## config.mk

```make
export PLATFORM = sky130hd
export DESIGN_NAME = mrv1_opc_sequencer_flat
export DESIGN_NICKNAME = d
export VERILOG_FILES = /design/src/rtl/mrv1_opc_sequencer_if.sv /design/src/rtl/mrv1_opc_sequencer.sv /design/src/flat_wrapper.sv
export SDC_FILE = /design/constraint.sdc
export NUM_CORES = 1
export LEC_CHECK = 0
export ABC_AREA = 1
export BUFFER_PORTS_ARGS = -buffer_cell sky130_fd_sc_hd__buf_2
export CAP_MARGIN = 40
export CORE_UTILIZATION = 45
export DETAILED_ROUTE_END_ITERATION = 16
export PLACE_DENSITY = 0.8
export SLEW_MARGIN = 5
export SYNTH_ARGS = -nofsm -noshare
export SYNTH_HDL_FRONTEND = slang
export SYNTH_SLANG_ARGS = --single-unit
```

## constraint.sdc

```tcl
create_clock -name clk_i -period 3.6 [get_ports clk_i]
set_input_delay 0 -clock clk_i [delete_from_list [all_inputs] [get_ports clk_i]]
set_output_delay 0 -clock clk_i [all_outputs]
set_load 0.02 [all_outputs]
```

## src/rtl/mrv1_opc_sequencer_if.sv

```systemverilog
// ---------------------------------------------------------------------------
// mrv1_opc_sequencer_if
// Bundles every non-clock/reset signal of the operand-fetch sequencer.
// Signal suffixes are from the sequencer's point of view (_i = into it).
//   Issue side    : req_valid_i, req_ready_o, req_rs0_en_i, req_rs1_en_i,
//                   req_rs0_addr_i, req_rs1_addr_i (thread t at [t*RA +: RA])
//   Register file : rf_rd_en_o, rf_rd_tid_o, rf_rd_addr_o, rf_rd_data_i
//   Execute side  : exe_valid_o, exe_ready_i, exe_tid_o, rs0_data_o, rs1_data_o
//   Status        : busy_o
// slave  = sequencer side, master = environment (issue/RF/execute) side.
// ---------------------------------------------------------------------------
interface mrv1_opc_sequencer_if #(
  parameter int NUM_THREADS_P    = 4,
  parameter int TID_WIDTH_P      = 2,
  parameter int DATA_WIDTH_P     = 32,
  parameter int REG_ADDR_WIDTH_P = 5
);
  logic [NUM_THREADS_P-1:0]                  req_valid_i;
  logic [NUM_THREADS_P-1:0]                  req_ready_o;
  logic [NUM_THREADS_P-1:0]                  req_rs0_en_i;
  logic [NUM_THREADS_P-1:0]                  req_rs1_en_i;
  logic [NUM_THREADS_P*REG_ADDR_WIDTH_P-1:0] req_rs0_addr_i;
  logic [NUM_THREADS_P*REG_ADDR_WIDTH_P-1:0] req_rs1_addr_i;

  logic                        rf_rd_en_o;
  logic [TID_WIDTH_P-1:0]      rf_rd_tid_o;
  logic [REG_ADDR_WIDTH_P-1:0] rf_rd_addr_o;
  logic [DATA_WIDTH_P-1:0]     rf_rd_data_i;

  logic                    exe_valid_o;
  logic                    exe_ready_i;
  logic [TID_WIDTH_P-1:0]  exe_tid_o;
  logic [DATA_WIDTH_P-1:0] rs0_data_o;
  logic [DATA_WIDTH_P-1:0] rs1_data_o;
  logic                    busy_o;

  modport slave (
    input  req_valid_i, req_rs0_en_i, req_rs1_en_i, req_rs0_addr_i, req_rs1_addr_i,
    output req_ready_o,
    output rf_rd_en_o, rf_rd_tid_o, rf_rd_addr_o,
    input  rf_rd_data_i,
    output exe_valid_o, exe_tid_o, rs0_data_o, rs1_data_o,
    input  exe_ready_i,
    output busy_o
  );

  modport master (
    output req_valid_i, req_rs0_en_i, req_rs1_en_i, req_rs0_addr_i, req_rs1_addr_i,
    input  req_ready_o,
    input  rf_rd_en_o, rf_rd_tid_o, rf_rd_addr_o,
    output rf_rd_data_i,
    input  exe_valid_o, exe_tid_o, rs0_data_o, rs1_data_o,
    output exe_ready_i,
    input  busy_o
  );
endinterface

```

## src/rtl/mrv1_opc_sequencer.sv

```systemverilog
// ---------------------------------------------------------------------------
// mrv1_opc_sequencer
// Operand-fetch sequencer in front of the execute source mux. Round-robin
// arbitrates per-thread issue requests, reads rs0 then rs1 through the single
// shared RF read port, captures the returned data and presents both operands
// with the owning thread ID to execute over a valid/ready handshake.
// Ports:
//   clk_i   - clock
//   rst_ni  - asynchronous active-low reset
//   bus     - mrv1_opc_sequencer_if.slave (issue, RF read port, execute, busy)
// ---------------------------------------------------------------------------
module mrv1_opc_sequencer #(
  parameter int NUM_THREADS_P    = 4,
  parameter int TID_WIDTH_P      = 2,
  parameter int DATA_WIDTH_P     = 32,
  parameter int REG_ADDR_WIDTH_P = 5
) (
  input  logic                       clk_i,
  input  logic                       rst_ni,
  mrv1_opc_sequencer_if.slave        bus
);

  localparam int NT = NUM_THREADS_P;
  localparam int TW = TID_WIDTH_P;
  localparam int DW = DATA_WIDTH_P;
  localparam int RA = REG_ADDR_WIDTH_P;

  typedef enum logic [2:0] {IDLE, RD0, RD1, DRAIN, OUT} state_t;

  state_t        r_state;
  logic [TW-1:0] r_last;
  logic [TW-1:0] r_tid;
  logic          r_rs1_en;
  logic [RA-1:0] r_rs1_addr;
  logic          r_rd_en;
  logic [TW-1:0] r_rd_tid;
  logic [RA-1:0] r_rd_addr;
  logic          r_pend;
  logic          r_dst;
  logic [DW-1:0] r_rs0_data;
  logic [DW-1:0] r_rs1_data;
  logic          r_exe_valid;
  logic          r_busy;

  logic          w_found;
  logic [TW-1:0] w_winner;
  logic          w_grant;
  logic [NT-1:0] w_ready;
  logic [RA-1:0] w_rs0_addr;
  logic [RA-1:0] w_rs1_addr;

  // Round-robin scan starting just after the last winner, wrapping modulo NT.
  always_comb begin : p_arb
    w_found  = 1'b0;
    w_winner = '0;
    for (int i = 1; i <= NT; i++) begin
      if (!w_found && bus.req_valid_i[TW'((int'(r_last) + i) % NT)]) begin
        w_found  = 1'b1;
        w_winner = TW'((int'(r_last) + i) % NT);
      end
    end
  end

  // Grant only in IDLE; gated by reset so every output reads 0 while held.
  assign w_grant    = (r_state == IDLE) && w_found && rst_ni;
  assign w_ready    = w_grant ? (NT'(1) << w_winner) : '0;
  assign w_rs0_addr = bus.req_rs0_addr_i[w_winner*RA +: RA];
  assign w_rs1_addr = bus.req_rs1_addr_i[w_winner*RA +: RA];

  assign bus.req_ready_o  = w_ready;
  assign bus.rf_rd_en_o   = r_rd_en;
  assign bus.rf_rd_tid_o  = r_rd_tid;
  assign bus.rf_rd_addr_o = r_rd_addr;
  assign bus.exe_valid_o  = r_exe_valid;
  assign bus.exe_tid_o    = r_tid;
  assign bus.rs0_data_o   = r_rs0_data;
  assign bus.rs1_data_o   = r_rs1_data;
  assign bus.busy_o       = r_busy;

  always_ff @(posedge clk_i or negedge rst_ni) begin
    if (!rst_ni) begin
      r_state     <= IDLE;
      r_last      <= TW'(NT - 1);
      r_tid       <= '0;
      r_rs1_en    <= 1'b0;
      r_rs1_addr  <= '0;
      r_rd_en     <= 1'b0;
      r_rd_tid    <= '0;
      r_rd_addr   <= '0;
      r_pend      <= 1'b0;
      r_dst       <= 1'b0;
      r_rs0_data  <= '0;
      r_rs1_data  <= '0;
      r_exe_valid <= 1'b0;
      r_busy      <= 1'b0;
    end else begin
      // RF data lags the strobe by one cycle: remember that a read was issued
      // and which operand it was for, then capture on the following cycle.
      r_pend <= r_rd_en;
      r_dst  <= (r_state == RD1);
      if (r_pend) begin
        if (r_dst) r_rs1_data <= bus.rf_rd_data_i;
        else       r_rs0_data <= bus.rf_rd_data_i;
      end

      case (r_state)
        IDLE: begin
          if (w_grant) begin
            r_tid      <= w_winner;
            r_last     <= w_winner;
            r_rs1_en   <= bus.req_rs1_en_i[w_winner];
            r_rs1_addr <= w_rs1_addr;
            r_rs0_data <= '0;
            r_rs1_data <= '0;
            r_busy     <= 1'b1;
            if (bus.req_rs0_en_i[w_winner]) begin
              r_state   <= RD0;
              r_rd_en   <= 1'b1;
              r_rd_tid  <= w_winner;
              r_rd_addr <= w_rs0_addr;
            end else if (bus.req_rs1_en_i[w_winner]) begin
              r_state   <= RD1;
              r_rd_en   <= 1'b1;
              r_rd_tid  <= w_winner;
              r_rd_addr <= w_rs1_addr;
            end else begin
              r_state     <= OUT;
              r_exe_valid <= 1'b1;
            end
          end
        end
        RD0: begin
          if (r_rs1_en) begin
            r_state   <= RD1;
            r_rd_addr <= r_rs1_addr;
          end else begin
            r_state   <= DRAIN;
            r_rd_en   <= 1'b0;
            r_rd_tid  <= '0;
            r_rd_addr <= '0;
          end
        end
        RD1: begin
          r_state   <= DRAIN;
          r_rd_en   <= 1'b0;
          r_rd_tid  <= '0;
          r_rd_addr <= '0;
        end
        DRAIN: begin
          r_state     <= OUT;
          r_exe_valid <= 1'b1;
        end
        OUT: begin
          if (bus.exe_ready_i) begin
            r_state     <= IDLE;
            r_exe_valid <= 1'b0;
            r_busy      <= 1'b0;
          end
        end
        default: r_state <= IDLE;
      endcase
    end
  end

endmodule

```

## src/flat_wrapper.sv

```systemverilog
// flat-port wrapper written by rule: the top's interface ports become plain ports
module mrv1_opc_sequencer_flat 
#(
  parameter int NUM_THREADS_P    = 4,
  parameter int TID_WIDTH_P      = 2,
  parameter int DATA_WIDTH_P     = 32,
  parameter int REG_ADDR_WIDTH_P = 5
)
  (clk_i, rst_ni, bus_req_valid_i, bus_req_rs0_en_i, bus_req_rs1_en_i, bus_req_rs0_addr_i, bus_req_rs1_addr_i, bus_req_ready_o, bus_rf_rd_en_o, bus_rf_rd_tid_o, bus_rf_rd_addr_o, bus_rf_rd_data_i, bus_exe_valid_o, bus_exe_tid_o, bus_rs0_data_o, bus_rs1_data_o, bus_exe_ready_i, bus_busy_o);
  mrv1_opc_sequencer_if #(.NUM_THREADS_P(NUM_THREADS_P), .TID_WIDTH_P(TID_WIDTH_P), .DATA_WIDTH_P(DATA_WIDTH_P), .REG_ADDR_WIDTH_P(REG_ADDR_WIDTH_P)) bus_i ();
  input  logic clk_i;
  input  logic rst_ni;
  input wire logic [$bits(bus_i.req_valid_i)-1:0] bus_req_valid_i;
  input wire logic [$bits(bus_i.req_rs0_en_i)-1:0] bus_req_rs0_en_i;
  input wire logic [$bits(bus_i.req_rs1_en_i)-1:0] bus_req_rs1_en_i;
  input wire logic [$bits(bus_i.req_rs0_addr_i)-1:0] bus_req_rs0_addr_i;
  input wire logic [$bits(bus_i.req_rs1_addr_i)-1:0] bus_req_rs1_addr_i;
  output wire logic [$bits(bus_i.req_ready_o)-1:0] bus_req_ready_o;
  output wire logic [$bits(bus_i.rf_rd_en_o)-1:0] bus_rf_rd_en_o;
  output wire logic [$bits(bus_i.rf_rd_tid_o)-1:0] bus_rf_rd_tid_o;
  output wire logic [$bits(bus_i.rf_rd_addr_o)-1:0] bus_rf_rd_addr_o;
  input wire logic [$bits(bus_i.rf_rd_data_i)-1:0] bus_rf_rd_data_i;
  output wire logic [$bits(bus_i.exe_valid_o)-1:0] bus_exe_valid_o;
  output wire logic [$bits(bus_i.exe_tid_o)-1:0] bus_exe_tid_o;
  output wire logic [$bits(bus_i.rs0_data_o)-1:0] bus_rs0_data_o;
  output wire logic [$bits(bus_i.rs1_data_o)-1:0] bus_rs1_data_o;
  input wire logic [$bits(bus_i.exe_ready_i)-1:0] bus_exe_ready_i;
  output wire logic [$bits(bus_i.busy_o)-1:0] bus_busy_o;
  assign bus_i.req_valid_i = bus_req_valid_i;
  assign bus_i.req_rs0_en_i = bus_req_rs0_en_i;
  assign bus_i.req_rs1_en_i = bus_req_rs1_en_i;
  assign bus_i.req_rs0_addr_i = bus_req_rs0_addr_i;
  assign bus_i.req_rs1_addr_i = bus_req_rs1_addr_i;
  assign bus_req_ready_o = bus_i.req_ready_o;
  assign bus_rf_rd_en_o = bus_i.rf_rd_en_o;
  assign bus_rf_rd_tid_o = bus_i.rf_rd_tid_o;
  assign bus_rf_rd_addr_o = bus_i.rf_rd_addr_o;
  assign bus_i.rf_rd_data_i = bus_rf_rd_data_i;
  assign bus_exe_valid_o = bus_i.exe_valid_o;
  assign bus_exe_tid_o = bus_i.exe_tid_o;
  assign bus_rs0_data_o = bus_i.rs0_data_o;
  assign bus_rs1_data_o = bus_i.rs1_data_o;
  assign bus_i.exe_ready_i = bus_exe_ready_i;
  assign bus_busy_o = bus_i.busy_o;
  mrv1_opc_sequencer #(.NUM_THREADS_P(NUM_THREADS_P), .TID_WIDTH_P(TID_WIDTH_P), .DATA_WIDTH_P(DATA_WIDTH_P), .REG_ADDR_WIDTH_P(REG_ADDR_WIDTH_P)) u_core (.clk_i(clk_i), .rst_ni(rst_ni), .bus(bus_i));
endmodule
```

==> impl_summary.log <==
[metrics] number of max-cap violations: 0
[metrics] post-layout worst setup margin: 937 ps
[metrics] endpoint of the lowest-slack register-to-register path: u_core.bus.rf_rd_addr_o[1]
[metrics] critical path type: reg2reg
[metrics] Placeable Area: 10500 um2
[metrics] total global-route track usage: 22.0%
[metrics] Cells after DPL: 914
[metrics] count of cells along the worst register-to-register path: 17
[metrics] Clock Latency Late Sink: 350 ps
[metrics] Avg Vias per Cell: 4.72
[metrics] synthesized cell area: 4920 um2
[metrics] full die area: 11400 um2
[metrics] final clock period utilization by the worst path: 74.0%
[metrics] crit-path max FO: 28
[metrics] clk sink count: 89
[metrics] startpoint types: flip-flop
[metrics] kind of cell with the highest combined delay on the critical path: simple AND/OR/NAND/NOR gates
[metrics] post-route setup TNS: 0 ps
[metrics] count of final max-slew check failures: 0
[metrics] CTS Buf Count: 9
[metrics] number of buffers on the longest clock path: 2
[metrics] reg-to-reg slack, setup: 940 ps
[metrics] Final Wtd Congestion: 0.819
[metrics] WL per Instance: 12.6 um
[metrics] Area Growth Syn to Fin: 29.8%
[metrics] cell with the largest stage delay on the worst path: dfstp_2
[metrics] Ports: 167
[metrics] ratio of cells with drive above 1 in the final layout: 30.9%
[metrics] worst min-delay path class: in2reg
[metrics] data arrival time at the worst-slack endpoint: 2900 ps
[metrics] pin count of the biggest net entering global routing: 68
[metrics] worst ir drop on vdd: 779 uV
[metrics] worst endpoint required time: 3840 ps
[metrics] top achievable clock speed: 376 MHz
[metrics] power density relative to cell area: 1100 nW/um2
[metrics] Unique masters post-synth: 32
[metrics] Remaining DRCs: 0
[metrics] total detailed-routing wirelength: 12100 um
[metrics] Post-DP HPWL: 8150 um
[metrics] worst max-slew margin expressed relative to the limit: 53.4%
[metrics] final instance area: 6390 um2
[metrics] HP Start: bus_req_rs1_addr_i[15]
[metrics] final hold viol count: 0
[metrics] wire length of the first global-routing pass: 20000 um
[metrics] number of global-route vias before repair: 4418
[metrics] number of buffers and inverters on the critical path: 2
[metrics] ANT cells: 0
[metrics] delay contributed by the slowest stage of the critical path: 640 ps
[metrics] port bufs: 166
[metrics] CP Cell Sequence: inv_6 -> nand2_1 -> nand2_1 -> nand2_1 -> nand2_2 -> nand2_1 -> nand2_2 -> nand2_2 -> nand2_8 -> nand2_1 -> nand3_1 -> nand2_2 -> nand3_4 -> nand2_4 -> inv_2 -> nand2_1 -> nand2_1
[metrics] setup clock skew after layout: 18.1 ps
[metrics] startpoint of the worst register-to-register path: u_core.r_last[0]
[metrics] starting density of the core: 47.0%
[metrics] first-pass detailed-route iteration total: 4
[metrics] setup repair after global routing missed its margin: no
[metrics] Antenna Nets Post-Route: 0
[metrics] Tmin final: 2660 ps
[metrics] height of the die: 107 um
[metrics] antenna violations before repair: 0
[metrics] Yosys warning count: 0
[metrics] measured slew at the worst slew-check pin: 699 ps
[metrics] synthesized net count: 721
[metrics] via total after detailed routing: 4554
[metrics] H-Tree Depth: 3
[metrics] part of the Yosys area used for sequential elements: 45.3%
[metrics] final global-route overflow total: 0
[metrics] Row Count: 37
[metrics] Endpoint, Worst Hold: u_core.r_rs1_addr[0]
[metrics] total of flip-flops plus latches after synthesis: 89
[metrics] CTS tree: done
[metrics] nature of the critical path endpoint: flip-flop
[metrics] run status: finished clean
[metrics] placement-stage cell area: 5820 um2
[metrics] Finished Layout Cells: 964
[metrics] Setup violations, final: 0
[metrics] Clock Pin Slew Worst Setup and Hold Paths: 90 ps
[metrics] most common cell type on the critical path: nand2_1
[metrics] standby leakage power: 3.96 nW
[metrics] Avg Inst Size Synth: 7.76 um2
[metrics] buffer type at the clock tree root: clkbuf_8
[metrics] Hold Path Depth: 7
[metrics] pre-CTS WS: 935 ps
[metrics] number of cells produced by synthesis: 634
[metrics] nets@finish: 910
[metrics] die width: 107 um
[metrics] number of violations reported at the end of detailed-routing iteration 0: 273
-- layer usage --
layer | global-route usage (%) | vias to the layer above | part of all wire [%]
met5 | 0 | - | 0
met4 | 6.36 | 0 | 1.6
met3 | 3.59 | 16 | 5.3
met2 | 38.9 | 161 | 49
met1 | 27.7 | 2052 | 44
li1 | - | 2325 | -
-- cells in the final DEF (no fill, tap or decap), types with 2 or more instances in the layout --
| cell type | count |
|---|---|
| nand2_1 | 248 |
| buf_2 | 165 |
| inv_1 | 109 |
| dfrtp_1 | 87 |
| nand3_1 | 34 |
| dlygate4sd3_1 | 34 |
| o211ai_1 | 32 |
| mux2_2 | 30 |
| nand2_2 | 17 |
| clkbuf_8 | 9 |
| nor2_1 | 8 |
| inv_2 | 6 |
| o21ai_0 | 5 |
| o21ai_1 | 5 |
| nand2_4 | 4 |
| nand3_2 | 4 |
| buf_4 | 4 |
| inv_6 | 2 |
| a31oi_1 | 2 |
| nand3_4 | 2 |
| nor3_1 | 2 |
| a21oi_1 | 2 |
| bufinv_16 | 2 |
| dfstp_2 | 2 |
-- area by class of cell --
| class | instances | area [um2] |
|---|---|---|
| clock buffer | 9 | 124 |
| clock inverter | 7 | 101 |
| timing repair buffer | 204 | 1220 |
| fill | 885 | 4070 |
| sequential | 89 | 2230 |
| inverter | 117 | 444 |
| multi-input combinational | 402 | 2100 |
| tap | 136 | 170 |
-- Yosys cell counts (all sizes together) --
master  instances  area share, %
o21a            1           0.15
a211oi          1           0.25
o31ai           1           0.15
nand2         270             22
o21ai          10            1.0
nand4           1           0.13
nor3            2           0.20
dfrtp          87             44
dfstp           2            1.1
clkinv          1          0.076
nor2           10            1.2
buf            15            2.3
mux2           30            6.9
o211ai         32            4.9
inv           116            8.9
clkbuf         11           0.84
a21oi           2           0.20
a31oi           2           0.25
nand3          40            4.9
-- worst min-delay path, cell delays in order --
cell	delay, ps
buf_2	80
nand2_2	40
nand2_1	50
nand2_1	40
nand2_1	70
nand2_1	60
nand2_1	50
-- flip-flops by register name, indices dropped and copies added, names as in the netlist, 2 cells and up --
signal	count
u_core.r_rs1_addr	5
u_core.bus.rs1_data_o	32
u_core.r_state	3
u_core.r_last	2
u_core.bus.rf_rd_tid_o	2
u_core.bus.rs0_data_o	32
u_core.bus.exe_tid_o	2
u_core.bus.rf_rd_addr_o	5
-- metrics by stage --
stage | utilization [%] | power, mW | hold WS, ps
6_report | 61.1 | 7.03 | 69.7
5_1_grt | 61.1 | 7.71 | 99.1
4_1_cts | 61.1 | 7.03 | 63.2
3_5_place_dp | 55.7 | 6.21 | 18.8
3_3_place_gp | 55.5 | 6.10 | 19.0
2_1_floorplan | - | 5.27 | -296
-- power breakdown --
part	leakage [nW]	internal, mW	switching [mW]
Combinational	2.71	1.51	2.95
Clock	0.112	0.399	0.376
Sequential	1.13	1.51	0.285
-- timing repair --
item                      4_1_cts  5_1_grt
hold endpoints to repair      102        0
hold buffers                   34        0
gates resized for setup         0        0
setup buffers                   0        0
-- cell families (layout without fill, tap and decap cells) --
family	after synthesis	count (layout)	synth area share, %
multiplexers	30	30	6.86
flip-flops	89	89	45.3
AO/OA/AOI/OAI	49	49	6.91
buffers and inverters	143	337	12.1
AND/OR/NAND/NOR	323	323	28.8
-- worst max path at each step --
stage,startpoint,endpoint,cells past startpoint
after global placement,u_core.r_last[0],u_core.bus.rf_rd_addr_o[0],17
after CTS,u_core.r_last[0],u_core.bus.rf_rd_addr_o[1],17
after detailed placement,u_core.r_last[0],u_core.bus.rf_rd_addr_o[1],17
after floorplan,u_core.r_last[0],u_core.bus.rf_rd_addr_o[0],18
final,u_core.r_last[0],u_core.bus.rf_rd_addr_o[1],17
after global routing,u_core.r_last[0],u_core.bus.rf_rd_addr_o[3],17
(Power assumes the default switching activity.)
